--- src/rtl/bit_serial_alu_pkg.sv ---
// Shared definitions for the bit-serial ALU.
//   OP_*     : operation encodings carried on the 2-bit op bus
//   state_e  : control FSM states (idle, shifting bits, result pulse)
package bit_serial_alu_pkg;

  localparam logic [1:0] OP_AND  = 2'd0;
  localparam logic [1:0] OP_OR   = 2'd1;
  localparam logic [1:0] OP_ADD  = 2'd2;
  localparam logic [1:0] OP_ZERO = 2'd3;

  typedef enum logic [1:0] {
    StIdle,
    StRun,
    StDone
  } state_e;

endpackage

--- src/rtl/alu_slice.sv ---
// One-bit combinational ALU slice used by the bit-serial datapath.
// Ports:
//   a, b  : operand bits for the current position
//   cin   : carry from the previous (less significant) bit
//   binv  : invert b before the adder (subtract); only meaningful with OP_ADD
//   op    : operation select (OP_AND, OP_OR, OP_ADD, OP_ZERO)
//   r     : result bit
//   cout  : carry out of this bit position (0 for non-add ops)
module alu_slice
  import bit_serial_alu_pkg::*;
(
  input  logic       a,
  input  logic       b,
  input  logic       cin,
  input  logic       binv,
  input  logic [1:0] op,
  output logic       r,
  output logic       cout
);

  logic b_eff;

  always_comb begin
    b_eff = b ^ binv;
    r     = 1'b0;
    cout  = 1'b0;
    unique case (op)
      OP_AND:  r = a & b;
      OP_OR:   r = a | b;
      OP_ADD: begin
        r    = a ^ b_eff ^ cin;
        cout = (a & b_eff) | (a & cin) | (b_eff & cin);
      end
      OP_ZERO: r = 1'b0;
      default: r = 1'b0;
    endcase
  end

endmodule

--- src/rtl/bit_serial_alu.sv ---
// Bit-serial ALU: processes one operand bit per clock, LSB first.
// An accepted start captures the operands, WIDTH RUN cycles shift the slice
// result into r from the MSB side, then a single DONE cycle pulses done.
// Optional feature: define BIT_SERIAL_ALU_OVF_EN to add the ovf output
// (signed overflow of the add/subtract).
// Ports:
//   clk, rst     : clock, synchronous active-high reset
//   start        : begin an operation (sampled only while idle)
//   a, b         : operands, captured on accepted start
//   op, binv     : operation select; binv with op=ADD selects a-b
//   busy, done   : busy in RUN/DONE; done is a one-cycle result pulse
//   r, cout, zero: result, final carry (add/sub only), r==0 flag
//   ovf          : signed overflow (only with BIT_SERIAL_ALU_OVF_EN)
module bit_serial_alu
  import bit_serial_alu_pkg::*;
#(
  parameter int unsigned WIDTH = 8
) (
  input  logic             clk,
  input  logic             rst,
  input  logic             start,
  input  logic [WIDTH-1:0] a,
  input  logic [WIDTH-1:0] b,
  input  logic [1:0]       op,
  input  logic             binv,
  output logic             busy,
  output logic             done,
  output logic [WIDTH-1:0] r,
  output logic             cout,
  output logic             zero
`ifdef BIT_SERIAL_ALU_OVF_EN
  ,
  output logic             ovf
`endif
);

  localparam int unsigned CntW = $clog2(WIDTH);
  localparam logic [CntW-1:0] LastBit = CntW'(WIDTH - 1);

  state_e state_q, state_d;

  logic [WIDTH-1:0] a_q, b_q, r_q;
  logic [1:0]       op_q;
  logic             binv_q;
  logic             carry_q;
  logic [CntW-1:0]  cnt_q;
  logic             cout_q;
  logic             zero_q;

  logic             slice_r;
  logic             slice_cout;
  logic [WIDTH-1:0] r_shift;
  logic             last_bit;
  logic             sub_sel;

  // Subtract is only honoured for the add op; elsewhere binv is a don't-care.
  assign sub_sel  = binv & (op == OP_ADD);
  assign last_bit = (cnt_q == LastBit);
  assign r_shift  = {slice_r, r_q[WIDTH-1:1]};

  alu_slice u_slice (
    .a    (a_q[0]),
    .b    (b_q[0]),
    .cin  (carry_q),
    .binv (binv_q),
    .op   (op_q),
    .r    (slice_r),
    .cout (slice_cout)
  );

  // ---------------------------------------------------------------------------
  // FSM: state register
  // ---------------------------------------------------------------------------
  always_ff @(posedge clk) begin
    if (rst) begin
      state_q <= StIdle;
    end else begin
      state_q <= state_d;
    end
  end

  // ---------------------------------------------------------------------------
  // FSM: next-state logic
  // ---------------------------------------------------------------------------
  always_comb begin
    state_d = state_q;
    unique case (state_q)
      StIdle: if (start) state_d = StRun;
      StRun:  if (last_bit) state_d = StDone;
      StDone: state_d = StIdle;
      default: state_d = StIdle;
    endcase
  end

  // ---------------------------------------------------------------------------
  // FSM: outputs
  // ---------------------------------------------------------------------------
  always_comb begin
    busy = 1'b0;
    done = 1'b0;
    unique case (state_q)
      StIdle: busy = 1'b0;
      StRun:  busy = 1'b1;
      StDone: begin
        busy = 1'b1;
        done = 1'b1;
      end
      default: busy = 1'b0;
    endcase
  end

  // ---------------------------------------------------------------------------
  // Datapath
  // ---------------------------------------------------------------------------
  always_ff @(posedge clk) begin
    if (rst) begin
      a_q     <= '0;
      b_q     <= '0;
      op_q    <= OP_AND;
      binv_q  <= 1'b0;
      carry_q <= 1'b0;
      cnt_q   <= '0;
      r_q     <= '0;
      cout_q  <= 1'b0;
      zero_q  <= 1'b1;
    end else begin
      unique case (state_q)
        StIdle: begin
          if (start) begin
            a_q     <= a;
            b_q     <= b;
            op_q    <= op;
            binv_q  <= sub_sel;
            // Two's complement subtract: inverted B plus an initial carry of 1.
            carry_q <= sub_sel;
            cnt_q   <= '0;
          end
        end
        StRun: begin
          r_q     <= r_shift;
          carry_q <= slice_cout;
          a_q     <= a_q >> 1;
          b_q     <= b_q >> 1;
          cnt_q   <= cnt_q + 1'b1;
          if (last_bit) begin
            cout_q <= (op_q == OP_ADD) & slice_cout;
            zero_q <= (r_shift == '0);
          end
        end
        StDone: begin
          // Result registers already final; hold.
        end
        default: begin
        end
      endcase
    end
  end

  assign r    = r_q;
  assign cout = cout_q;
  assign zero = zero_q;

`ifdef BIT_SERIAL_ALU_OVF_EN
  logic ovf_q;

  // On the MSB cycle carry_q is the carry into the MSB and slice_cout the
  // carry out; their XOR is the signed overflow.
  always_ff @(posedge clk) begin
    if (rst) begin
      ovf_q <= 1'b0;
    end else if (state_q == StRun && last_bit) begin
      ovf_q <= (op_q == OP_ADD) & (carry_q ^ slice_cout);
    end
  end

  assign ovf = ovf_q;
`endif

endmodule

--- config.mk ---
export PLATFORM = sky130hd
export DESIGN_NAME = bit_serial_alu
export DESIGN_NICKNAME = d
export VERILOG_FILES = /design/src/rtl/bit_serial_alu_pkg.sv /design/src/rtl/alu_slice.sv /design/src/rtl/bit_serial_alu.sv
export SDC_FILE = /design/constraint.sdc
export NUM_CORES = 1
export LEC_CHECK = 0
export CAP_MARGIN = 30
export CELL_PAD_IN_SITES_DETAIL_PLACEMENT = 0
export CELL_PAD_IN_SITES_GLOBAL_PLACEMENT = 2
export CORE_MARGIN = 4
export CORE_UTILIZATION = 31
export CTS_CLUSTER_DIAMETER = 50
export DETAILED_ROUTE_END_ITERATION = 8
export PLACE_DENSITY = 0.83
export SYNTH_ARGS = -nofsm -noshare
export SYNTH_HDL_FRONTEND = slang
export SYNTH_HIERARCHICAL = 1
export SYNTH_SLANG_ARGS = --single-unit
--- constraint.sdc ---
create_clock -name clk -period 1.8 [get_ports clk]
set_input_delay 0.45 -clock clk [delete_from_list [all_inputs] [get_ports clk]]
set_output_delay 0.45 -clock clk [all_outputs]
set_load 0.02 [all_outputs]
==> results of run 1 <==
[metal layers]
metal,global-route usage (%),vias up
met4,3.987,0
met1,13.30,608
met2,18.58,34
li1,-,664
met3,4.013,4
met5,0,-
[timing repair]
item,CTS,global route
endpoints found under the hold margin,0,0
setup endpoints to repair,2,4
gates resized for setup,2,12
setup buffers,0,0
[worst min-delay path by stage]
| stage | endpoint | slack (ns) | depth (start not counted) |
|---|---|---|---|
| 2_1_floorplan | cnt_q[0] | 0.44 | 2 |
| 3_3_place_gp | cnt_q[0] | 0.45 | 2 |
| 3_5_place_dp | zero | 0.46 | 2 |
| 4_1_cts | cout | 0.48 | 2 |
| 5_1_grt | binv_q | 0.51 | 2 |
| 6_report | cout | 0.47 | 2 |
[sequential cells by signal (all words and copies together), names as in the netlist]
name and cells:
carry_q 1, b_q 8, cnt_q 3, r 8, cout 1, state_q 2
a_q 8, binv_q 1, zero 1, op_q 2
[cell type report]
type	instances	area, um2	area share [%]
clock inverters	2	12.51	0.5727
flip-flops and latches	35	703.2	32.19
multi-input cells	119	905.9	41.47
clock buffers	6	72.57	3.322
inverters	5	18.77	0.8591
well taps	70	87.58	4.009
repair buffers	38	384.1	17.58
[cell families (layout without fill, tap and decap cells)]
kind of cell / after synthesis / in the layout / synth area share [%]
fa+ha+maj: 7 / 7 / 5.507
mux: 25 / 25 / 15.05
flops: 35 / 35 / 41.12
buf+inv: 18 / 51 / 7.048
compound gates: 32 / 32 / 16.81
simple gates: 54 / 54 / 13.95
xor+xnor: 1 / 1 / 0.5140
[cell usage after synthesis (2+ instances only)]
cell      count
a211oi_2     15
a21oi_1      10
a32oi_1       2
buf_2         3
buf_4         3
buf_6         5
dfxtp_1      35
ha_1          5
inv_1         5
mux2i_1      23
nand2_1      11
nand3_1       4
nor2_1       28
nor2b_1       2
nor4_1        2
o21ai_0       3
or3_1         2
[power by group]
| part | leakage, nW | switching (mW) | internal (mW) |
|---|---|---|---|
| clock network | 0.0412 | 0.277 | 0.270 |
| registers | 0.287 | 0.0322 | 0.827 |
| logic | 0.546 | 0.186 | 0.176 |
| total | 0.874 | 0.495 | 1.27 |
[metrics by stage]
stage                     cell area, um2  util, %
final                               2185    41.97
after global routing                2185    41.97
after CTS                           2156    41.42
after detailed placement            2073    39.83
after global placement              2073    39.83
after floorplan                     1704        -
==> out/metrics.csv, run 1 <==
stage,metric,value,unit
outcome,status,finished clean,
setup_path,path_delay_family,buffers and inverters,
synthesis,synthArstFlopShare,0,%
finish,syn_to_final_growth,28.19,%
sta,finalWorstSetupSlack,0.06784,ns
setup_path,path_buf_inv,1,
setup_path,crit_chain,clkdlybuf4s50_1,
setup_path,crit_end,r[2],
route,drt_iter0_markers,41,
grt,first_global_vias,1374,
setup_path,rr_worst_depth,7,
finish,drive_above_1_share,17.56,%
route,dr_wl_met2,1.533,mm
cts,cts-root-buf,clkbuf_8,
route,vias,1310,
setup_path,cp.arrival,1.28,ns
synthesis,yosysWarnings,6,
route,dr_wl_met3,221,um
setup_path,crit_type,reg2out,
setup_path,critPathMaxFanout,4,
floorplan,core_area,5205,um2
setup_path,cp-startpoint,r[2],
route,antenna_left,0,
finish,final_nets,232,
synthesis,synth_cell_type_count,31,
setup_path,r2r_start,b_q[0],
grt,grt_pass1_wl,5.892,mm
synthesis,postSynthNetCount,200,
finish,diodes,0,
power_and_ir_drop,ir_drop,338.5,uV
route,drcViolationCount,0,
setup_path,required,1.35,ns
route,vias_per_cell,4.764,
setup_path,cp_slowest_cell,clkdlybuf4s50_1,
synthesis,syn_inst,172,
flow_run,max_cap_viol_count,0,
floorplan,start_util,32.74,%
synthesis,synth_area,1704,um2
floorplan,die_x,82.15,um
synthesis,syn_area_per_cell,9.908,um2
power_and_ir_drop,p_leak,0.8743,nW
floorplan,std_cell_rows,26,
route,wl_per_cell,12.39,um
placed_design,port_buffers,33,
synthesis,netlist.area_leader.share,41.12,%
finish,final.fill_count,522,
cts,numCtsBuffers,5,
route,wl_met1,1.613,mm
placed_design,place_congestion,0.7598,
finish,layout_common_cells,"dfxtp_1 (33), nor2_1 (28), clkdlybuf4s50_1 (27)",
cts,cts_hold_buffers,0,
grt,gr-total-overflow,0,
setup_path,critical_path_depth,1,
sta,clock_skew,0.005627,ns
min_path,hp-start,cout,
sta,worst_slew_pin_slew,0.3738,ns
sta,slew_viol_final,0,
power_and_ir_drop,power_density,809.6,nW/um2
cts,clock_path_buffers,2,
grt,grt_antenna_before_repair,0,
cts,cts_tree,done,
setup_path,rrSetupSlack,0.12,ns
sta,fin_crit_sh,96.23,%
sta,max-slew-margin-rel,75.08,%
synthesis,yosys.area.top_type,dfxtp_1,
cts,htree_levels,2,
sta,setup_viol,0,
route,topRoutingLayerUsed,met4,
sta,clock.fmax,577.3,MHz
setup_path,cp-start-kind,register,
synthesis,synth_edf_count,0,
cts,clk_pin_slew_worst_paths,0.07,ns
setup_path,cp_slowest_stage_delay,0.62,ns
finish,layout.cells.non_filler,275,
cts,cts_sinks,35,
placed_design,preCtsSetupSlack,-0.01757,ns
grt,grt_max_degree,36,
route,finalWirelength,3.406,mm
sta,fin_tns_setup,0,ns
sta,finalHoldWorstSlack,0.4729,ns
sta,rsz0062_at_grt,yes,
synthesis,netlist_top_cells_area,"dfxtp_1 (41%), mux2i_1 (14%), a211oi_2 (11%)",
placed_design,hpwlAfterDp,2.358,mm
cts,insertion_delay,0.28,ns
power_and_ir_drop,power.total,1.769,mW
floorplan,die_h,82.15,um
setup_path,timing.rr.end,zero,
sta,final-hold-violation-count,0,
floorplan,dieArea,6748,um2
sta,period_minus_slack,1.732,ns
min_path,hold_class,reg2reg,
finish,mostFrequentLayoutCell,dfxtp_1,
synthesis,synth_ff_type,dfxtp_1,
synthesis,seq_area_frac_synth,41.12,%
synthesis,ys_ff_latch,35,
grt,grt_usage,11.19,%
setup_path,endpoint_kind,output pin,
placed_design,place_inst,267,
floorplan,io_pins,34,
route,first_pass_iters,4,
(Power assumes the default switching activity.)
==> run 2: changes to the inputs <==
--- a/config.mk
+++ b/config.mk
@@ -5,7 +5,7 @@
 export SDC_FILE = /design/constraint.sdc
 export NUM_CORES = 1
 export LEC_CHECK = 0
-export CAP_MARGIN = 30
+export CAP_MARGIN = 5
 export CELL_PAD_IN_SITES_DETAIL_PLACEMENT = 0
 export CELL_PAD_IN_SITES_GLOBAL_PLACEMENT = 2
 export CORE_MARGIN = 4
==> results of run 2 <==
The final DEF is identical to that of run 1; final timing and power are the same.
==> run 3: changes to the inputs <==
--- a/config.mk
+++ b/config.mk
@@ -6,13 +6,11 @@
 export NUM_CORES = 1
 export LEC_CHECK = 0
 export CAP_MARGIN = 5
-export CELL_PAD_IN_SITES_DETAIL_PLACEMENT = 0
-export CELL_PAD_IN_SITES_GLOBAL_PLACEMENT = 2
 export CORE_MARGIN = 4
-export CORE_UTILIZATION = 31
+export CORE_UTILIZATION = 45
 export CTS_CLUSTER_DIAMETER = 50
 export DETAILED_ROUTE_END_ITERATION = 8
-export PLACE_DENSITY = 0.83
+export PLACE_DENSITY = 0.77
 export SYNTH_ARGS = -nofsm -noshare
 export SYNTH_HDL_FRONTEND = slang
 export SYNTH_HIERARCHICAL = 1
==> run 3 against run 2 <==
  * Routed wire length is 3.0% higher
  * Core utilization grew 17 points
  * Final cell count is 7.6% lower
  * Critical endpoint is now r[5]
  * Highest routed layer unchanged
  * Fmax down 0.96%
==> out/metrics.csv, run 3 (synthesis gave the netlist of run 1 again) <==
stage,metric,value,unit,change
sta,period_minus_slack,1.749,ns,was 1.732 ns
finish,diodes,0,,unchanged
setup_path,crit_chain,clkdlybuf4s50_1,,unchanged
power_and_ir_drop,pwr-share-seq,45.9,%,was 48.6%
power_and_ir_drop,p_int,1.359,mW,was 1.273 mW
finish,mostFrequentLayoutCell,dfxtp_1,,unchanged
sta,clock_skew,0.004121,ns,was 0.005627 ns
finish,finalInstanceArea,2177,um2,was 2185 um2
sta,slew_viol_final,0,,unchanged
outcome,status,finished clean,,unchanged
setup_path,cp.arrival,1.30,ns,was 1.28 ns
sta,final-hold-violation-count,0,,unchanged
finish,layout.cells.non_filler,254,,was 275
finish,final.fill_count,338,,was 522
finish,syn_to_final_growth,27.75,%,was 28.19%
power_and_ir_drop,power_frac_comb,20.3,%,was 20.5%
grt,grt_antenna_before_repair,0,,unchanged
placed_design,port_buffers,33,,unchanged
setup_path,required,1.35,ns,about the same
floorplan,die_h,69.54,um,was 82.15 um
finish,drive_above_1_share,17.48,%,was 17.56%
sta,fin_tns_setup,0,ns,unchanged
placed_design,placed_area,2056,um2,was 2073 um2
min_path,hp-start,cout,,unchanged
finish,seqCellArea,703.2,um2,unchanged
setup_path,path_delay_family,buffers and inverters,,unchanged
setup_path,cp_slowest_cell,clkdlybuf4s50_1,,unchanged
route,drcViolationCount,0,,unchanged
min_path,hold-path-endpoint,cout,,unchanged
route,finalWirelength,3.507,mm,was 3.406 mm
setup_path,rrSetupSlack,0.08,ns,was 0.12 ns
grt,gr-total-overflow,0,,unchanged
cts,cts_sinks,35,,unchanged
sta,setup_viol,0,,unchanged
cts,cts_hold_buffers,0,,unchanged
power_and_ir_drop,switching_share,27.34,%,was 28.00%
power_and_ir_drop,p_leak,0.8540,nW,was 0.8743 nW
route,drt_iter0_markers,78,,was 41
finish,fin_util,59.47,%,was 41.97%
sta,fin_crit_sh,97.17,%,was 96.23%
route,vias,1325,,was 1310
setup_path,rr_worst_depth,7,,unchanged
finish,multi_input_area,900.9,um2,was 905.9 um2
placed_design,preCtsSetupSlack,-0.02992,ns,was -0.01757 ns
finish,final_nets,233,,was 232
flow_run,max_cap_viol_count,0,,unchanged
sta,finalWorstSetupSlack,0.05098,ns,was 0.06784 ns
finish,layout_common_cells,"dfxtp_1 (33), nor2_1 (28), clkdlybuf4s50_1 (28)",,"was dfxtp_1 (33), nor2_1 (28), clkdlybuf4s50_1 (27)"
cts,clock_path_buffers,2,,unchanged
floorplan,io_pins,34,,unchanged
floorplan,die_x,69.54,um,was 82.15 um
floorplan,std_cell_rows,22,,was 26
route,vias_per_cell,5.217,,was 4.764
cts,post_cts_buffers,0,,unchanged
route,first_pass_iters,4,,unchanged
power_and_ir_drop,ir_drop,441.2,uV,was 338.5 uV
min_path,hold_depth,2,,unchanged
setup_path,r2r_start,b_q[0],,unchanged
setup_path,timing.rr.end,zero,,unchanged
placed_design,hpwlAfterDp,2.307,mm,was 2.358 mm
grt,grt_usage,14.34,%,was 11.19%
sta,rsz0062_at_grt,yes,,unchanged
sta,worst_slew_pin_slew,0.4710,ns,was 0.3738 ns
power_and_ir_drop,power_density,858.9,nW/um2,was 809.6 nW/um2
sta,max-slew-margin-rel,68.60,%,was 75.08%
cts,insertion_delay,0.29,ns,was 0.28 ns
placed_design,place_congestion,0.7636,,was 0.7598
floorplan,dieArea,4836,um2,was 6748 um2
grt,grt_pass1_wl,5.609,mm,was 5.892 mm
power_and_ir_drop,clock_power_share,33.8,%,was 31.0%
cts,clk_pin_slew_worst_paths,0.07,ns,about the same
setup_path,path_buf_inv,1,,unchanged
placed_design,place_inst,245,,was 267
grt,first_global_vias,1207,,was 1374
min_path,hold_class,reg2reg,,unchanged
floorplan,start_util,46.55,%,was 32.74%
cts,numCtsBuffers,5,,unchanged
grt,grt_max_degree,36,,unchanged
setup_path,critPathMaxFanout,4,,unchanged
cts,cts-root-buf,clkbuf_8,,unchanged
power_and_ir_drop,switchingPower,511.2,uW,was 495.2 uW
power_and_ir_drop,power.total,1.870,mW,was 1.769 mW
floorplan,core_area,3661,um2,was 5205 um2
route,wl_per_cell,13.81,um,was 12.39 um
setup_path,crit_type,reg2out,,unchanged
cts,htree_levels,2,,unchanged
setup_path,cp-start-kind,register,,unchanged
setup_path,cp_slowest_stage_delay,0.62,ns,about the same
sta,clock.fmax,571.8,MHz,was 577.3 MHz
cts,cts_tree,done,,unchanged
sta,finalHoldWorstSlack,0.4560,ns,was 0.4729 ns
setup_path,endpoint_kind,output pin,,unchanged
route,antenna_left,0,,unchanged
run 3: cell types whose count changed in the layout (fill, tap and decap cells not counted), sizes merged:
| cell | previous run | this run |
|---|---|---|
| clkbuf | 7 | 8 |
| clkdlybuf4s50 | 27 | 28 |
| clkinv | 1 | 0 |
| dlygate4sd2 | 1 | 2 |
| dlymetal6s2s | 4 | 2 |
| mux2 | 2 | 3 |
run 3: how the worst max path moves through the flow:
stage | start | to | slack, ns | depth (start not counted)
after floorplan | a_q[0] | zero | 0.19 | 7
after global placement | start | b_q[5] | 0.03 | 4
after detailed placement | start | a_q[1] | -0.03 | 4
after CTS | state_q[0] | busy | 0.01 | 3
after global routing | b_q[0] | zero | -0.006 | 7
final | r[5] | r[5] | 0.05 | 1
run 3: cell type report:
cell class	count	share of cell area, %
tap	48	2.759
clock buffer	7	4.425
multi-input combinational	120	41.38
sequential	35	32.30
inverter	5	0.8621
clock inverter	1	0.3448
timing repair buffer	38	17.93
run 3: routing by layer:
metal  wire length (um)  track usage (%)
met4                 40            6.508
met5                  0                0
met2               1562            21.29
met1               1690            18.38
met3                214            5.362
run 3: repair_timing:
| action | 4_1_cts | 5_1_grt |
|---|---|---|
| endpoints found under the setup margin | 4 | 3 |
| resized for setup | 6 | 5 |
| gates cloned | 0 | 1 |
run 3: power by group through the flow:
stage	Sequential (mW)	Clock [mW]	Combinational (mW)
detailed placement	0.875	0	0.370
floorplan	0.868	0	0.287
global route	0.866	0.693	0.412
finish	0.859	0.632	0.379
CTS	0.859	0.660	0.371
global placement	0.874	0	0.360
